--- src/rtl/ps2_scancode_decoder.sv ---
// ps2_scancode_decoder
// Consumer stage behind ps2_keyboard. It pops one byte per 3 cycles from the
// receiver FIFO and decodes PS/2 set-2 make, break (F0) and extended (E0)
// sequences. It tracks the single held key, flags typematic repeats, and
// reports each event with a registered code, ASCII and a one-cycle strobe.
//
// Ports:
//   clk, rst      system clock, asynchronous active-high reset
//   data, ready   FIFO head byte and FIFO non-empty flag
//   overflow      FIFO overflow flag, captured sticky into err_overflow
//   nextdata_n    active-low pop request, low for one cycle per byte
//   key_code      scan code of the last event
//   key_ext       last event carried the E0 prefix
//   key_ascii     ASCII of key_code, 0x00 for extended/unmapped codes
//   key_valid     a key is currently held
//   key_event     one-cycle strobe when the event outputs update
//   key_break     last event was a release
//   key_repeat    last event was a typematic repeat
//   press_cnt     distinct key presses, modulo 256
//   err_overflow  sticky overflow flag
module ps2_scancode_decoder (
    input  logic       clk,
    input  logic       rst,
    input  logic [7:0] data,
    input  logic       ready,
    input  logic       overflow,
    output logic       nextdata_n,
    output logic [7:0] key_code,
    output logic       key_ext,
    output logic [7:0] key_ascii,
    output logic       key_valid,
    output logic       key_event,
    output logic       key_break,
    output logic       key_repeat,
    output logic [7:0] press_cnt,
    output logic       err_overflow
);
    typedef enum logic [1:0] {IDLE, POP, DECODE} state_t;

    state_t     state_q;
    logic [7:0] byte_q;
    logic       brk_pend_q, ext_pend_q;
    logic [7:0] held_code_q;
    logic       held_ext_q;
    logic       nextdata_n_q;
    logic [7:0] key_code_q, key_ascii_q, press_cnt_q;
    logic       key_ext_q, key_valid_q, key_event_q;
    logic       key_break_q, key_repeat_q, err_overflow_q;

    logic [7:0] ascii_d;
    logic       hit_d;

    // Non-extended set-2 code to ASCII.
    always_comb begin
        ascii_d = 8'h00;
        case (byte_q)
            8'h1C: ascii_d = 8'h61; 8'h32: ascii_d = 8'h62; 8'h21: ascii_d = 8'h63;
            8'h23: ascii_d = 8'h64; 8'h24: ascii_d = 8'h65; 8'h2B: ascii_d = 8'h66;
            8'h34: ascii_d = 8'h67; 8'h33: ascii_d = 8'h68; 8'h43: ascii_d = 8'h69;
            8'h3B: ascii_d = 8'h6A; 8'h42: ascii_d = 8'h6B; 8'h4B: ascii_d = 8'h6C;
            8'h3A: ascii_d = 8'h6D; 8'h31: ascii_d = 8'h6E; 8'h44: ascii_d = 8'h6F;
            8'h4D: ascii_d = 8'h70; 8'h15: ascii_d = 8'h71; 8'h2D: ascii_d = 8'h72;
            8'h1B: ascii_d = 8'h73; 8'h2C: ascii_d = 8'h74; 8'h3C: ascii_d = 8'h75;
            8'h2A: ascii_d = 8'h76; 8'h1D: ascii_d = 8'h77; 8'h22: ascii_d = 8'h78;
            8'h35: ascii_d = 8'h79; 8'h1A: ascii_d = 8'h7A;
            8'h45: ascii_d = 8'h30; 8'h16: ascii_d = 8'h31; 8'h1E: ascii_d = 8'h32;
            8'h26: ascii_d = 8'h33; 8'h25: ascii_d = 8'h34; 8'h2E: ascii_d = 8'h35;
            8'h36: ascii_d = 8'h36; 8'h3D: ascii_d = 8'h37; 8'h3E: ascii_d = 8'h38;
            8'h46: ascii_d = 8'h39;
            8'h29: ascii_d = 8'h20; 8'h5A: ascii_d = 8'h0D;
            default: ascii_d = 8'h00;
        endcase
    end

    // Current byte (with its pending E0) names the held key.
    assign hit_d = key_valid_q && (byte_q == held_code_q) && (ext_pend_q == held_ext_q);

    always_ff @(posedge clk or posedge rst) begin
        if (rst) begin
            state_q        <= IDLE;
            byte_q         <= 8'h00;
            brk_pend_q     <= 1'b0;
            ext_pend_q     <= 1'b0;
            held_code_q    <= 8'h00;
            held_ext_q     <= 1'b0;
            nextdata_n_q   <= 1'b1;
            key_code_q     <= 8'h00;
            key_ascii_q    <= 8'h00;
            press_cnt_q    <= 8'h00;
            key_ext_q      <= 1'b0;
            key_valid_q    <= 1'b0;
            key_event_q    <= 1'b0;
            key_break_q    <= 1'b0;
            key_repeat_q   <= 1'b0;
            err_overflow_q <= 1'b0;
        end else begin
            key_event_q <= 1'b0;
            if (overflow) err_overflow_q <= 1'b1;
            case (state_q)
                IDLE: begin
                    if (ready) begin
                        byte_q  <= data;
                        state_q <= POP;
                    end
                end
                POP: begin
                    nextdata_n_q <= 1'b0;
                    state_q      <= DECODE;
                end
                DECODE: begin
                    nextdata_n_q <= 1'b1;
                    state_q      <= IDLE;
                    if (byte_q == 8'hF0) begin
                        brk_pend_q <= 1'b1;
                    end else if (byte_q == 8'hE0) begin
                        ext_pend_q <= 1'b1;
                    end else begin
                        key_event_q <= 1'b1;
                        key_code_q  <= byte_q;
                        key_ext_q   <= ext_pend_q;
                        key_ascii_q <= ext_pend_q ? 8'h00 : ascii_d;
                        brk_pend_q  <= 1'b0;
                        ext_pend_q  <= 1'b0;
                        if (brk_pend_q) begin
                            // Release of a non-held key leaves the held key alone.
                            key_break_q  <= 1'b1;
                            key_repeat_q <= 1'b0;
                            if (hit_d) key_valid_q <= 1'b0;
                        end else if (hit_d) begin
                            key_break_q  <= 1'b0;
                            key_repeat_q <= 1'b1;
                        end else begin
                            held_code_q  <= byte_q;
                            held_ext_q   <= ext_pend_q;
                            key_valid_q  <= 1'b1;
                            press_cnt_q  <= press_cnt_q + 8'd1;
                            key_break_q  <= 1'b0;
                            key_repeat_q <= 1'b0;
                        end
                    end
                end
                default: state_q <= IDLE;
            endcase
        end
    end

    assign nextdata_n   = nextdata_n_q;
    assign key_code     = key_code_q;
    assign key_ext      = key_ext_q;
    assign key_ascii    = key_ascii_q;
    assign key_valid    = key_valid_q;
    assign key_event    = key_event_q;
    assign key_break    = key_break_q;
    assign key_repeat   = key_repeat_q;
    assign press_cnt    = press_cnt_q;
    assign err_overflow = err_overflow_q;
endmodule

--- config.mk ---
export PLATFORM = sky130hd
export DESIGN_NAME = ps2_scancode_decoder
export DESIGN_NICKNAME = d
export VERILOG_FILES = /design/src/rtl/ps2_scancode_decoder.sv
export SDC_FILE = /design/constraint.sdc
export NUM_CORES = 1
export LEC_CHECK = 0
export ABC_AREA = 1
export CORE_UTILIZATION = 50
export CTS_CLUSTER_DIAMETER = 50
export DETAILED_ROUTE_END_ITERATION = 16
export PLACE_DENSITY = 0.74
export SYNTH_ARGS = -nofsm -noshare
export SYNTH_HDL_FRONTEND = slang
export SYNTH_SLANG_ARGS = --single-unit
--- constraint.sdc ---
create_clock -name clk -period 3 [get_ports clk]
set_clock_uncertainty 0.2 [all_clocks]
set_input_delay 0.45 -clock clk [delete_from_list [all_inputs] [get_ports clk]]
set_output_delay 0.45 -clock clk [all_outputs]
set_load 0.01 [all_outputs]
* After elaboration in Yosys (flattened, before gate mapping) *
Memories as Yosys holds them, arrays and structs flattened.
Index checks and enable logic that the tools add are counted.

storage, ports and cells
  ROM bits = 896
  register bits after elaboration = 52
  logic and storage cells = 59
  memories = 1

cells by class
  reductions and logical operators = 10
  bitwise logic cells = 4
  eq/ne operators = 10
  $add $sub $neg = 1
  mux-type cells = 17

memory list
  memory            words  bits a word  rd ports  clocked after Yosys merged registers in  write ports  line  source
  (name not given)  128    7            1         0                                        0            56    case (byte_q)

operators with widths
  kind                   count
  $eq A8 B8 Y1 const B   2
  $mux W8                2
  $mux W1                12
  $reduce_and A5 Y1      2
  $add A8 B1 Y8 const B  1
  $eq A8 B8 Y1           1
  $ne A2 B2 Y1 const B   3
  $reduce_and A2 Y1      3
  $not A1 Y1             4
  $pmux W2 S2            1
  $reduce_and A3 Y1      1
  $eq A2 B1 Y1 const B   1
  $eq A2 B2 Y1 const B   1
  $logic_and A1 B1 Y1    2
  $logic_not A2 Y1       1
  $mux W2                1
  $ne A2 B1 Y1 const B   1
  $pmux W1 S2            1
  $reduce_bool A2 Y1     1
  $eq A1 B1 Y1           1

* Logic depth before layout (Yosys ltp) *
  word-level depth = 5
  gate-level depth with buffers = 12

* Worst setup path before layout *
OpenSTA, ideal clock, no wires.

  kind = reg-to-reg
  start = reg byte_q[1]
  end = reg held_code_q[0]
  library setup time = 0.117 ns
  path buffers = 1
  arrival = 1.644 ns
  stages on the path, launching flop included = 11
  period minus slack after synthesis = 1.960 ns
  required time = 2.683 ns
  setup slack = 1.040 ns
  cells stage by stage = dfrtp_1 > inv_1 > ha_1 > nand2_1 > nor2_1 > o21ai_2 > nand2_4 > nor2_8 > buf_4 > nand3_1 > nand2_1

between the ends
  longest elaborated chain between the ends = 5
  elaborated cells on any way between the ends = 9
  classes of those cells = eq/ne: 3; bitwise: 3; reduce/logical: 3

ends and longest elaborated chain
  element                           line  source
  from (decl)                       41    logic [7:0] byte_q;
  from (signal assigned)            102   byte_q <= data;
  $eq A8 B8 Y1                      76    assign hit_d = key_valid_q && (byte_q == held_code_q) && (ext_pend_q == held_ext_q);
  $logic_and A1 B1 Y1 (2 in a row)  76
  $not A1 Y1 (no line)              -
  $reduce_and A5 Y1 (no line) (*)   -
  to (signal assigned)              133   held_code_q <= byte_q;
  to (decl)                         43    logic [7:0] held_code_q;

Mark *: on every way between the ends. The rest lies on a longest branch, timed or not.
A chain may end at the register's enable or synchronous reset.

* Worst setup path after layout *
  start = reg byte_q[1]
  end = reg press_cnt_q[7] (netlist: press_cnt[7])

between the ends
  longest elaborated chain between the ends = 5
  elaborated cells on any way between the ends = 9
  classes of those cells = eq/ne: 3; bitwise: 3; reduce/logical: 3

ends and longest elaborated chain
  element                           line  source
  $eq A8 B8 Y1                      76
  $logic_and A1 B1 Y1 (2 in a row)  76
  $not A1 Y1 (no line)              -
  $reduce_and A5 Y1 (no line) (*)   -
  to (signal assigned)              136   press_cnt_q <= press_cnt_q + 8'd1;
  to (decl)                         46    logic [7:0] key_code_q, key_ascii_q, press_cnt_q;

Marked as above.

==> metrics.md <==
| Metric | Value |
|---|---|
| CTS Buffer Depth | `2` |
| Min-delay src | `err_overflow` |
| RSZ-0062 raised after global routing | `false` |
| Die height | `81.0 um` |
| Setup Buffers After CTS | `0` |
| Area added between synthesis and finish | `17.7%` |
| Initial antenna violation count | `0` |
| Synth Flop Type | `dfrtp_1` |
| Mapped cell area | `0.00312 mm2` |
| Synth Area in Compound Gates | `6.82%` |
| Worst min path class | `reg2reg` |
| Area of the core | `0.00596 mm2` |
| Least-Margin Pin Slew | `0.603 ns` |
| Final hold vios | `0` |
| DRC | `0` |
| Setup-failing EPs final | `0` |
| Area fraction of the dominant cell type after synthesis | `40.1%` |
| FF/Latch Area | `0.00128 mm2` |
| XOR/XNOR Fraction of Synth Area | `1.97%` |
| Post-synthesis sequential area ratio | `41.0%` |
| Share of cells above drive strength 1 | `6.79%` |
| Dominant cell type by area after synthesis | `dfrtp_1` |
| Hold_buf cts | `0` |
| #FFs+latches synth | `51` |
| Drt first-iter violations | `184` |
| P_leak | `0.00188 uW` |
| Leading cell types by count after synthesis | `nand2_1, dfrtp_1, nand3_1, nor2_1, inv_1` |
| Netlist cell types | `32` |
| Root Buffer | `clkbuf_8` |
| # diodes | `0` |
| Worst path top cell family by delay | `simple AND/OR/NAND/NOR gates` |
| Top cells by area, synth | `dfrtp_1, nand2_1, nand3_1` |
| Final TNS setup | `0 ns` |
| Final net count | `495` |
| Largest family of logic cells by synthesized area | `simple AND/OR/NAND/NOR gates` |
| Die Wd | `81.0 um` |
| Worst skew pair latency | `0.30 ns` |
| WS Path Type | `reg2reg` |
| Max Cap Violations | `0` |
| CTS Buf Count | `5` |
| Post-synthesis async set-or-reset flop share | `100%` |
| Synth warn | `0` |
| Synth Area in Adders | `5.22%` |
| Port Buffer Count | `41` |
| Crit path buffers/inverters | `1` |
| Gr ovfl total | `0` |
| Fin crit share | `81.8%` |
| CP Max Fanout | `27` |
| CTS tree | `done` |
| Cells after synthesis | `431` |
| WP data arrival | `2.46 ns` |
| Synth Net Count | `456` |
| Maximum clock rate | `407 MHz` |
| Area occupied by multi-input gates | `0.00162 mm2` |
| Largest stage delay, worst path | `0.51 ns` |
| Post-synth EDFFs | `0` |
| Vias in the first global route | `2676` |
| FP Rows | `28` |
| Top-count cell post-synth | `nand2_1` |
| Clock tree sinks | `51` |
| Startpoint types | `register` |
| Hold_ws | `0.285 ns` |
| Crit path time final | `2.45 ns` |
| H-tree depth | `2` |
| Finished Core Util | `61.6%` |
| Die area | `0.00655 mm2` |
| Critical Path RT | `3.00 ns` |
| Pre-antenna DRT Iters | `4` |
| Resized cells post-CTS | `0` |
| Final Slew Violations | `0` |
| Wire length per cell | `14.3 um` |
| Hpwl dp | `5620 um` |
| Critical Path Source | `byte_q[1]` |
| Mux cell area share after synthesis | `0.361%` |
| Simple-gate share of the synthesized area | `37.3%` |
| GRT Overall Usage | `25.6%` |
| CP endpoint kind | `register` |
| Vias/cell | `5.36` |
| CP Cell Sequence | `inv_1 -> ha_1 -> nand2_1 -> nor2_1 -> o21ai_2 -> nand2_4 -> nor2_8 -> nand2_4 -> nand2_1 -> nand2_1` |
| Worst-path clk slew | `0.10 ns` |
| Pin count of the biggest net entering global routing | `30` |
| Peak supply drop | `0.502 mV` |
| Routed WL | `7790 um` |
| Cell Pwr Density | `1060 mW/mm2` |
| Critical-path top delay cell | `dfrtp_1` |
| Detail Route Antenna Nets | `0` |
| Vias | `2929` |
| RePlAce Congestion | `0.947` |
| Post-Syn Area per Cell | `7.23 um2` |
| Starting Density | `52.3%` |
| # fillers | `580` |
| First-pass GRT wire length | `12800 um` |
| # IOs | `43` |
| Status | `finished clean` |
| Reg2reg start | `byte_q[1]` |
| Worst slew margin | `59.8%` |
| Most frequent cell on the critical path | `nand2_1` |
## through the flow
step	setup WS, ns	total power, uW	area [um2]	cells
after floorplan	1.04	2740	3120	431
after global placement	0.698	3460	3580	538
final	0.546	3890	3670	546
after detailed placement	0.576	3480	3580	538
after global routing	0.357	4260	3670	546
after CTS	0.573	3880	3670	546
## worst reg2reg max path, cell delays in order (launching register included)
cell and delay, ns:
dfrtp_1 0.51, inv_1 0.23, ha_1 0.28, nand2_1 0.08, nor2_1 0.07, o21ai_2 0.10, nand2_4 0.21, nor2_8 0.32
nand2_4 0.20, nand2_1 0.11, nand2_1 0.06
## placed cells by master (no fill, tap or decap), types with 2 or more instances in the layout
master and instances:
nand4_1 10, clkdlybuf4s50_1 41, nand2_4 3, o21a_1 2, o21ai_0 17, clkinvlp_4 2, ha_1 13, dfrtp_1 50
or2_2 3, nand2_2 2, nor2_1 38, nand3_1 47, o211ai_1 2, nand2_1 159, xor2_1 3, inv_2 3
buf_4 8, xnor2_1 4, nand3b_1 3, clkbuf_8 5, inv_1 30, a21oi_1 16
## sequential cells by signal, indices dropped and copies added (netlist names)
register,flops
key_event,1
held_ext_q,1
key_ascii,7
err_overflow,1
key_repeat,1
state_q,2
key_ext,1
key_code,8
key_break,1
key_valid,1
byte_q,8
nextdata_n,1
ext_pend_q,1
brk_pend_q,1
held_code_q,8
press_cnt,8
## final cells by class
type                    instances  area share, %
clock buffers                   5           1.88
multi-input cells             330           44.0
repair buffers                 49           12.8
well taps                      75           2.56
flip-flops and latches         51           34.8
clock inverters                 3          0.546
inverters                      33           3.38
## path summary, 6_finish.rpt
path                                 to  slack [ns]  cells past startpoint
min in group asynchronous  press_cnt[5]        0.33                      2
setup / recovery           press_cnt[7]        0.55                     10
max in group asynchronous  key_ascii[0]        1.60                      3
hold reg to reg            err_overflow        0.29                      1
setup reg to reg           press_cnt[7]        0.55                     10
hold / removal             err_overflow        0.29                      1
## report_power, final
part	switching [uW]	total, uW	internal, uW
Sequential	286	1260	975
Clock	238	401	163
Combinational	1340	2230	881
Total	1870	3890	2020
## kinds of logic (layout without fill, tap and decap cells)
logic type,Yosys count,after routing
AND/OR/NAND/NOR,269,269
flip-flops,51,51
buffers and inverters,50,90
AO/OA/AOI/OAI,39,39
adder cells (fa/ha/maj),13,13
XOR/XNOR,7,7
other,1,1
multiplexers,1,1
## metal layers
metal	global-route usage, %	wire length [um]
met2	41.6	3650
met4	9.82	184
met3	4.61	403
met5	0	0
met1	33.9	3550
Power figures use the tool's default switching activity.
